File: config.mk
export PLATFORM = sky130hd
export DESIGN_NAME = demux2_stream_flat
export DESIGN_NICKNAME = d
export VERILOG_FILES = /design/src/rtl/demux2_pkg.sv /design/src/rtl/demux2_stream_if.sv /design/src/rtl/demux2_buf.sv /design/src/rtl/demux2_stream.sv /design/src/flat_wrapper.sv
export SDC_FILE = /design/constraint.sdc
export NUM_CORES = 1
export LEC_CHECK = 0
export CAP_MARGIN = 5
export CORE_ASPECT_RATIO = 1.1
export CORE_MARGIN = 3
export CORE_UTILIZATION = 29
export CTS_BUF_LIST = sky130_fd_sc_hd__clkbuf_16
export DETAILED_ROUTE_END_ITERATION = 10
export DONT_BUFFER_PORTS = 1
export PLACE_DENSITY_LB_ADDON = 0.12
export SYNTH_ARGS = -nofsm -noshare
export SYNTH_HDL_FRONTEND = slang
export SYNTH_SLANG_ARGS = --single-unit
export TNS_END_PERCENT = 5
File: constraint.sdc
create_clock -name clk -period 1.7 [get_ports clk]
set_clock_uncertainty 0.15 [all_clocks]
set_input_delay 0.34 -clock clk [delete_from_list [all_inputs] [get_ports clk]]
set_output_delay 0.34 -clock clk [all_outputs]
set_load 0.005 [all_outputs]
File: src/rtl/demux2_pkg.sv
// Shared types and defaults for the 1:2 stream demultiplexer.
package demux2_pkg;

  localparam int DEFAULT_WIDTH = 8;
  localparam int DEFAULT_CNT_W = 16;

  // Occupancy of a 2-entry channel buffer.
  typedef enum logic [1:0] {
    EMPTY = 2'd0,
    ONE   = 2'd1,
    FULL  = 2'd2
  } buf_state_t;

endpackage

File: src/rtl/demux2_stream_if.sv
// Stream bundle for demux2_stream: one valid/ready input, two valid/ready outputs.
// Counter outputs exist only when DEMUX2_CNT_EN is defined.
interface demux2_stream_if
  import demux2_pkg::*;
#(
  parameter int WIDTH = DEFAULT_WIDTH,
  parameter int CNT_W = DEFAULT_CNT_W
) ();

  logic [WIDTH-1:0] a_i;
  logic             valid_i;
  logic             sel_i;
  logic             ready_o;
  logic [WIDTH-1:0] y0_o;
  logic [WIDTH-1:0] y1_o;
  logic             y0_valid_o;
  logic             y1_valid_o;
  logic             y0_ready_i;
  logic             y1_ready_i;

  if (WIDTH < 1 || CNT_W < 1) begin : g_bad_params
    $error("demux2_stream_if: WIDTH and CNT_W must be at least 1");
  end

`ifdef DEMUX2_CNT_EN
  logic [CNT_W-1:0] cnt0_o;
  logic [CNT_W-1:0] cnt1_o;

  modport slave (
    input  a_i, valid_i, sel_i, y0_ready_i, y1_ready_i,
    output ready_o, y0_o, y1_o, y0_valid_o, y1_valid_o, cnt0_o, cnt1_o
  );

  modport master (
    output a_i, valid_i, sel_i, y0_ready_i, y1_ready_i,
    input  ready_o, y0_o, y1_o, y0_valid_o, y1_valid_o, cnt0_o, cnt1_o
  );
`else
  modport slave (
    input  a_i, valid_i, sel_i, y0_ready_i, y1_ready_i,
    output ready_o, y0_o, y1_o, y0_valid_o, y1_valid_o
  );

  modport master (
    output a_i, valid_i, sel_i, y0_ready_i, y1_ready_i,
    input  ready_o, y0_o, y1_o, y0_valid_o, y1_valid_o
  );
`endif

endinterface

File: src/rtl/demux2_buf.sv
// 2-entry registered channel buffer. Head data, pop_valid and push_ready are
// all flops, so nothing passes combinationally from push side to pop side.
module demux2_buf
  import demux2_pkg::*;
#(
  parameter int WIDTH = DEFAULT_WIDTH
) (
  input  logic             clk,
  input  logic             reset_n,
  input  logic [WIDTH-1:0] push_data,
  input  logic             push_valid,
  output logic             push_ready,
  output logic [WIDTH-1:0] pop_data,
  output logic             pop_valid,
  input  logic             pop_ready
);

  buf_state_t       state;
  logic [WIDTH-1:0] head;
  logic [WIDTH-1:0] tail;
  logic             push;
  logic             pop;

  assign push     = push_valid && push_ready;
  assign pop      = pop_valid && pop_ready;
  assign pop_data = head;

  // Occupancy FSM with registered ready/valid; tail is only ever read into head.
  always_ff @(posedge clk or negedge reset_n) begin
    if (!reset_n) begin
      state      <= EMPTY;
      head       <= '0;
      tail       <= '0;
      pop_valid  <= 1'b0;
      push_ready <= 1'b1;
    end else begin
      unique case (state)
        EMPTY: begin
          if (push) begin
            head      <= push_data;
            state     <= ONE;
            pop_valid <= 1'b1;
          end
        end
        ONE: begin
          if (push && pop) begin
            head <= push_data;
          end else if (push) begin
            tail       <= push_data;
            state      <= FULL;
            push_ready <= 1'b0;
          end else if (pop) begin
            state     <= EMPTY;
            pop_valid <= 1'b0;
          end
        end
        FULL: begin
          if (pop) begin
            head       <= tail;
            state      <= ONE;
            push_ready <= 1'b1;
          end
        end
        default: begin
          state      <= EMPTY;
          pop_valid  <= 1'b0;
          push_ready <= 1'b1;
        end
      endcase
    end
  end

endmodule

File: src/rtl/demux2_stream.sv
// Registered 1:2 stream demultiplexer: sel_i steers each accepted word into
// channel 0 or channel 1, each with its own 2-entry buffer.
// Optional feature: define DEMUX2_CNT_EN for saturating per-channel
// delivered-word counters (cnt0_o / cnt1_o).
module demux2_stream
  import demux2_pkg::*;
#(
  parameter int WIDTH = DEFAULT_WIDTH,
  parameter int CNT_W = DEFAULT_CNT_W
) (
  input logic            clk,
  input logic            reset_n,
  demux2_stream_if.slave bus
);

  logic buf0_ready;
  logic buf1_ready;
  logic push0_valid;
  logic push1_valid;

  if (WIDTH < 1 || CNT_W < 1) begin : g_bad_params
    $error("demux2_stream: WIDTH and CNT_W must be at least 1");
  end

  // Only the selected buffer ever sees valid, so the other one is untouched.
  assign push0_valid = bus.valid_i && !bus.sel_i;
  assign push1_valid = bus.valid_i &&  bus.sel_i;
  assign bus.ready_o = bus.sel_i ? buf1_ready : buf0_ready;

  demux2_buf #(.WIDTH(WIDTH)) u_buf0 (
    .clk        (clk),
    .reset_n    (reset_n),
    .push_data  (bus.a_i),
    .push_valid (push0_valid),
    .push_ready (buf0_ready),
    .pop_data   (bus.y0_o),
    .pop_valid  (bus.y0_valid_o),
    .pop_ready  (bus.y0_ready_i)
  );

  demux2_buf #(.WIDTH(WIDTH)) u_buf1 (
    .clk        (clk),
    .reset_n    (reset_n),
    .push_data  (bus.a_i),
    .push_valid (push1_valid),
    .push_ready (buf1_ready),
    .pop_data   (bus.y1_o),
    .pop_valid  (bus.y1_valid_o),
    .pop_ready  (bus.y1_ready_i)
  );

`ifdef DEMUX2_CNT_EN
  logic [CNT_W-1:0] cnt0;
  logic [CNT_W-1:0] cnt1;

  // Count output transfers per channel, holding at all-ones instead of wrapping.
  always_ff @(posedge clk or negedge reset_n) begin
    if (!reset_n) begin
      cnt0 <= '0;
      cnt1 <= '0;
    end else begin
      if (bus.y0_valid_o && bus.y0_ready_i && (cnt0 != '1)) cnt0 <= cnt0 + 1'b1;
      if (bus.y1_valid_o && bus.y1_ready_i && (cnt1 != '1)) cnt1 <= cnt1 + 1'b1;
    end
  end

  assign bus.cnt0_o = cnt0;
  assign bus.cnt1_o = cnt1;
`endif

endmodule

File: src/flat_wrapper.sv
// flat-port wrapper written by rule: the top's interface ports become plain ports
module demux2_stream_flat import demux2_pkg::*;
#(
  parameter int WIDTH = DEFAULT_WIDTH,
  parameter int CNT_W = DEFAULT_CNT_W
)
  (clk, reset_n, bus_a_i, bus_valid_i, bus_sel_i, bus_y0_ready_i, bus_y1_ready_i, bus_ready_o, bus_y0_o, bus_y1_o, bus_y0_valid_o, bus_y1_valid_o);
  demux2_stream_if #(.WIDTH(WIDTH), .CNT_W(CNT_W)) bus_i ();
  input logic clk;
  input logic reset_n;
  input wire logic [$bits(bus_i.a_i)-1:0] bus_a_i;
  input wire logic [$bits(bus_i.valid_i)-1:0] bus_valid_i;
  input wire logic [$bits(bus_i.sel_i)-1:0] bus_sel_i;
  input wire logic [$bits(bus_i.y0_ready_i)-1:0] bus_y0_ready_i;
  input wire logic [$bits(bus_i.y1_ready_i)-1:0] bus_y1_ready_i;
  output wire logic [$bits(bus_i.ready_o)-1:0] bus_ready_o;
  output wire logic [$bits(bus_i.y0_o)-1:0] bus_y0_o;
  output wire logic [$bits(bus_i.y1_o)-1:0] bus_y1_o;
  output wire logic [$bits(bus_i.y0_valid_o)-1:0] bus_y0_valid_o;
  output wire logic [$bits(bus_i.y1_valid_o)-1:0] bus_y1_valid_o;
  assign bus_i.a_i = bus_a_i;
  assign bus_i.valid_i = bus_valid_i;
  assign bus_i.sel_i = bus_sel_i;
  assign bus_i.y0_ready_i = bus_y0_ready_i;
  assign bus_i.y1_ready_i = bus_y1_ready_i;
  assign bus_ready_o = bus_i.ready_o;
  assign bus_y0_o = bus_i.y0_o;
  assign bus_y1_o = bus_i.y1_o;
  assign bus_y0_valid_o = bus_i.y0_valid_o;
  assign bus_y1_valid_o = bus_i.y1_valid_o;
  demux2_stream #(.WIDTH(WIDTH), .CNT_W(CNT_W)) u_core (.clk(clk), .reset_n(reset_n), .bus(bus_i));
endmodule
==> metrics.md <==
| Metric | Value |
|---|---|
| Die height | 88.6 um |
| Vias per inst | 4.95 |
| First-pass GRT wire length | between 6 and 7 mm |
| Finished layout cell area | 2180 um^2 |
| Slew Limit Fails | 0 |
| Max stage delay on crit path | between 500 and 600 ps |
| Commonest cells in the synthesized netlist | dfrtp_1, mux2_2, nor2_1 |
| WL per Instance | about 16 um |
| Vias in the first global route | approximately 1300 |
| Unrepaired setup endpoints after global routing | no |
| DRT Pass-1 Iters | 4 |
| Area leader, netlist | dfrtp_1 |
| Top-count cell post-synth | dfrtp_1 |
| Fin Setup TNS | 0 ps |
| EDFF count, synth | 0 |
| Endpoints failing hold | 0 |
| Min-delay src | bus_a_i[2] |
| Synthesis-stage register bit count | 40 |
| Layout cells sized above 1 | 0.327 |
| Die Width | between 80 and 90 um |
| Outcome | complete, no violations |
| Final ANT Viol Nets | 0 |
| RePlAce Congestion | around 0.7 |
| Area contributors post-synth | dfrtp_1, mux2_2, mux2i_1 |
| Largest family of logic cells by synthesized area | compound AO/OA/AOI/OAI gates |
| Async set-reset flop share out of synthesis | 1.00 |
| Worst Tran Pin Value | roughly 460 ps |
| Drc violations | 0 |
| Max-cap violations | 0 |
| Adder-cell area share of the yosys netlist | 0.00627 |
| Worst Setup Start Kind | register |
| # port buffers | 0 |
| Initial DRC count | 41 |
| Post-Synth Simple-Gate Area | 0.0940 |
| Nets | between 150 and 200 |
| CP Capture Type | register |
| CP Class | reg -> reg |
| Yosys cell types | 29 |
| CTS Buffer Depth | 2 |
| Register area share after synthesis | 0.558 |
| Reg2reg setup slack | between 100 and 150 ps |
| Number of buffers created by CTS | 5 |
| Grt ovf | 0 |
| Hold Path Class | in -> reg |
| CTS tree | yes |
| Top FF cell, synth | dfrtp_1 |
| Compound-Gate Fraction of Synth Area | 0.169 |
| Crit path max-delay family | flip-flops |
| Worst rel slew slack | 0.691 |
| Crit path buf inv count | 0 |
| Die area | ~7200 um^2 |
| CP max-delay cell | dfstp_2 |
| Total Wirelength | 3.90 mm |
| Crit-path cells | nand3b_1 -> nor2_2 -> nand3_4 -> mux2_2 |
| Worst ir drop on vdd | roughly 0.44 mV |
| Multi-input combinational cell area | between 700 and 800 um^2 |
| Crit path time final | ~1600 ps |
| Initial antenna violation count | 0 |
| IO Pins | 33 |
| Clk Latency, worst-skew pair | between 200 and 300 ps |
| Clock transition at the registers of the reported paths | around 60 ps |
| # fillers | approximately 600 |
| Final setup fails | 0 |
| Syn_nets | between 150 and 200 |
| End of the worst hold path | u_core.u_buf0.tail[2] |
| Mux contribution to synthesized area | 0.151 |
| Largest net degree at the start of global routing | roughly 40 |
| Dpl cell area | 1960 um^2 |
| XOR/XNOR share of the synthesized area | 0 |
| Pwr Density | approximately 1000 nW/um^2 |
| Synth top area share | 0.529 |
| CTS root buf | clkbuf_16 |
| Period utilisation layout | 0.930 |
| Mapped Avg Cell Area | ~12 um^2 |
| Mapped Cells | between 150 and 200 |
| Overall routing resource usage | 0.120 |
| Vias | about 1200 |
| Worst Path Max Fanout | 9 |
| CP Data Required Time | between 1500 and 2000 ps |
| FP Rows | 29 |
| R2r startpoint | u_core.u_buf0.push_ready |
| Hold path depth | 1 |
| Syn Std Cell Area | roughly 1800 um^2 |
| H-tree levels | 2 |
| Core Area | between 5000 and 6000 um^2 |
| Area growth syn-to-layout | 21.2% |
| Post-layout utilization of the core | 0.370 |
| Fmax | around 0.63 GHz |
| Post-detail-place hpwl | about 2.8 mm |
| Starting density of the core | 0.306 |
| Crit path DAT | approximately 1600 ps |
| Reg-to-Reg End | u_core.u_buf0.tail[0] |
| Synth warn | 0 |
| R2r worst-path depth | 4 |
| N_diodes | 0 |
| Sequential standard cell area | about 1000 um^2 |
| CTS sink cnt | 40 |
| Leak | about 0.95 nW |
[report_power, final]
part	internal [W]	total (W)	switching (W)
clock	0.000527	0.000870	0.000343
combinational	0.000115	0.000217	0.000102
sequential	0.00110	0.00120	0.0000922
[worst register-to-register path: cells and delay by family (launching register included)]
| kind | cells | cell delay, ps |
|---|---|---|
| simple gates | 3 | 460 |
| flops | 1 | 530 |
| mux | 1 | 320 |
[cells in the final DEF (no fill, tap or decap), types with 3 or more instances in the layout]
| cell | n |
|---|---|
| mux2i_1 | 8 |
| nand3_1 | 4 |
| clkbuf_16 | 5 |
| nor2_1 | 11 |
| mux2_2 | 17 |
| dfrtp_1 | 38 |
| o21ai_2 | 8 |
| o21a_1 | 3 |
| a21oi_1 | 12 |
| nor2_2 | 3 |
| o22ai_1 | 9 |
| buf_4 | 13 |
| o21ai_0 | 11 |
| inv_1 | 3 |
| nand2_1 | 6 |
[layout make-up]
cell class / count / area share
sequential: 40 / 0.461
timing repair buffer: 16 / 0.0632
inverter: 1 / 0.00172
clock inverter: 3 / 0.00517
clock buffer: 5 / 0.0575
multi-input combinational: 106 / 0.367
tap: 77 / 0.0443
[flip-flops by register name, indices dropped and copies added, names as in the netlist]
register / flops
u_core.u_buf0.pop_data: 8
u_core.u_buf0.pop_valid: 1
u_core.u_buf0.push_ready: 1
u_core.u_buf0.state: 2
u_core.u_buf0.tail: 8
u_core.u_buf1.pop_data: 8
u_core.u_buf1.pop_valid: 1
u_core.u_buf1.push_ready: 1
u_core.u_buf1.state: 2
u_core.u_buf1.tail: 8
[metal layers]
metal  up-vias  share of wire  wire length [um]  global-route usage
li1        589              -                 -                   -
met1       601           0.42              1640               0.148
met2        32           0.50              1940               0.193
met3         6          0.070               273              0.0479
met4         0          0.012                48              0.0384
met5         -              0                 0                   0
[kinds of logic after synthesis]
kind of cell	count (synthesis)
compound gates	47
simple gates	33
mux	25
flops	40
fa+ha+maj	1
buf+inv	7
[through the flow]
step                      total power (W)  instances  setup slack [ps]  hold slack, ps
after floorplan                   0.00136        153              55.1            -106
after global routing              0.00240        248              34.1            54.1
after detailed placement          0.00141        237              56.1            -104
final                             0.00228        248               120            57.4
after global placement            0.00139        237              99.5            -104
after CTS                         0.00232        248              44.9            55.3
[worst max path at each step]
| stage | startpoint | to | slack [ps] | cells past startpoint |
|---|---|---|---|---|
| final | u_core.u_buf0.push_ready | u_core.u_buf0.tail[0] | 120 | 4 |
| after global placement | u_core.u_buf1.push_ready | u_core.u_buf1.tail[7] | 100 | 4 |
| after global routing | u_core.u_buf1.push_ready | u_core.u_buf1.tail[0] | 30 | 4 |
| after CTS | u_core.u_buf0.push_ready | u_core.u_buf0.tail[0] | 40 | 4 |
| after detailed placement | u_core.u_buf1.push_ready | u_core.u_buf1.tail[2] | 60 | 4 |
| after floorplan | u_core.u_buf0.push_ready | u_core.u_buf0.tail[0] | 60 | 4 |
[what timing repair did]
action,4_1_cts,5_1_grt
resized for setup,0,6
setup buffers,0,0
hold buffers,3,0
setup endpoints to repair,0,21
hold endpoints to repair,41,0
Note: power is estimated with default switching activity, not from simulation.
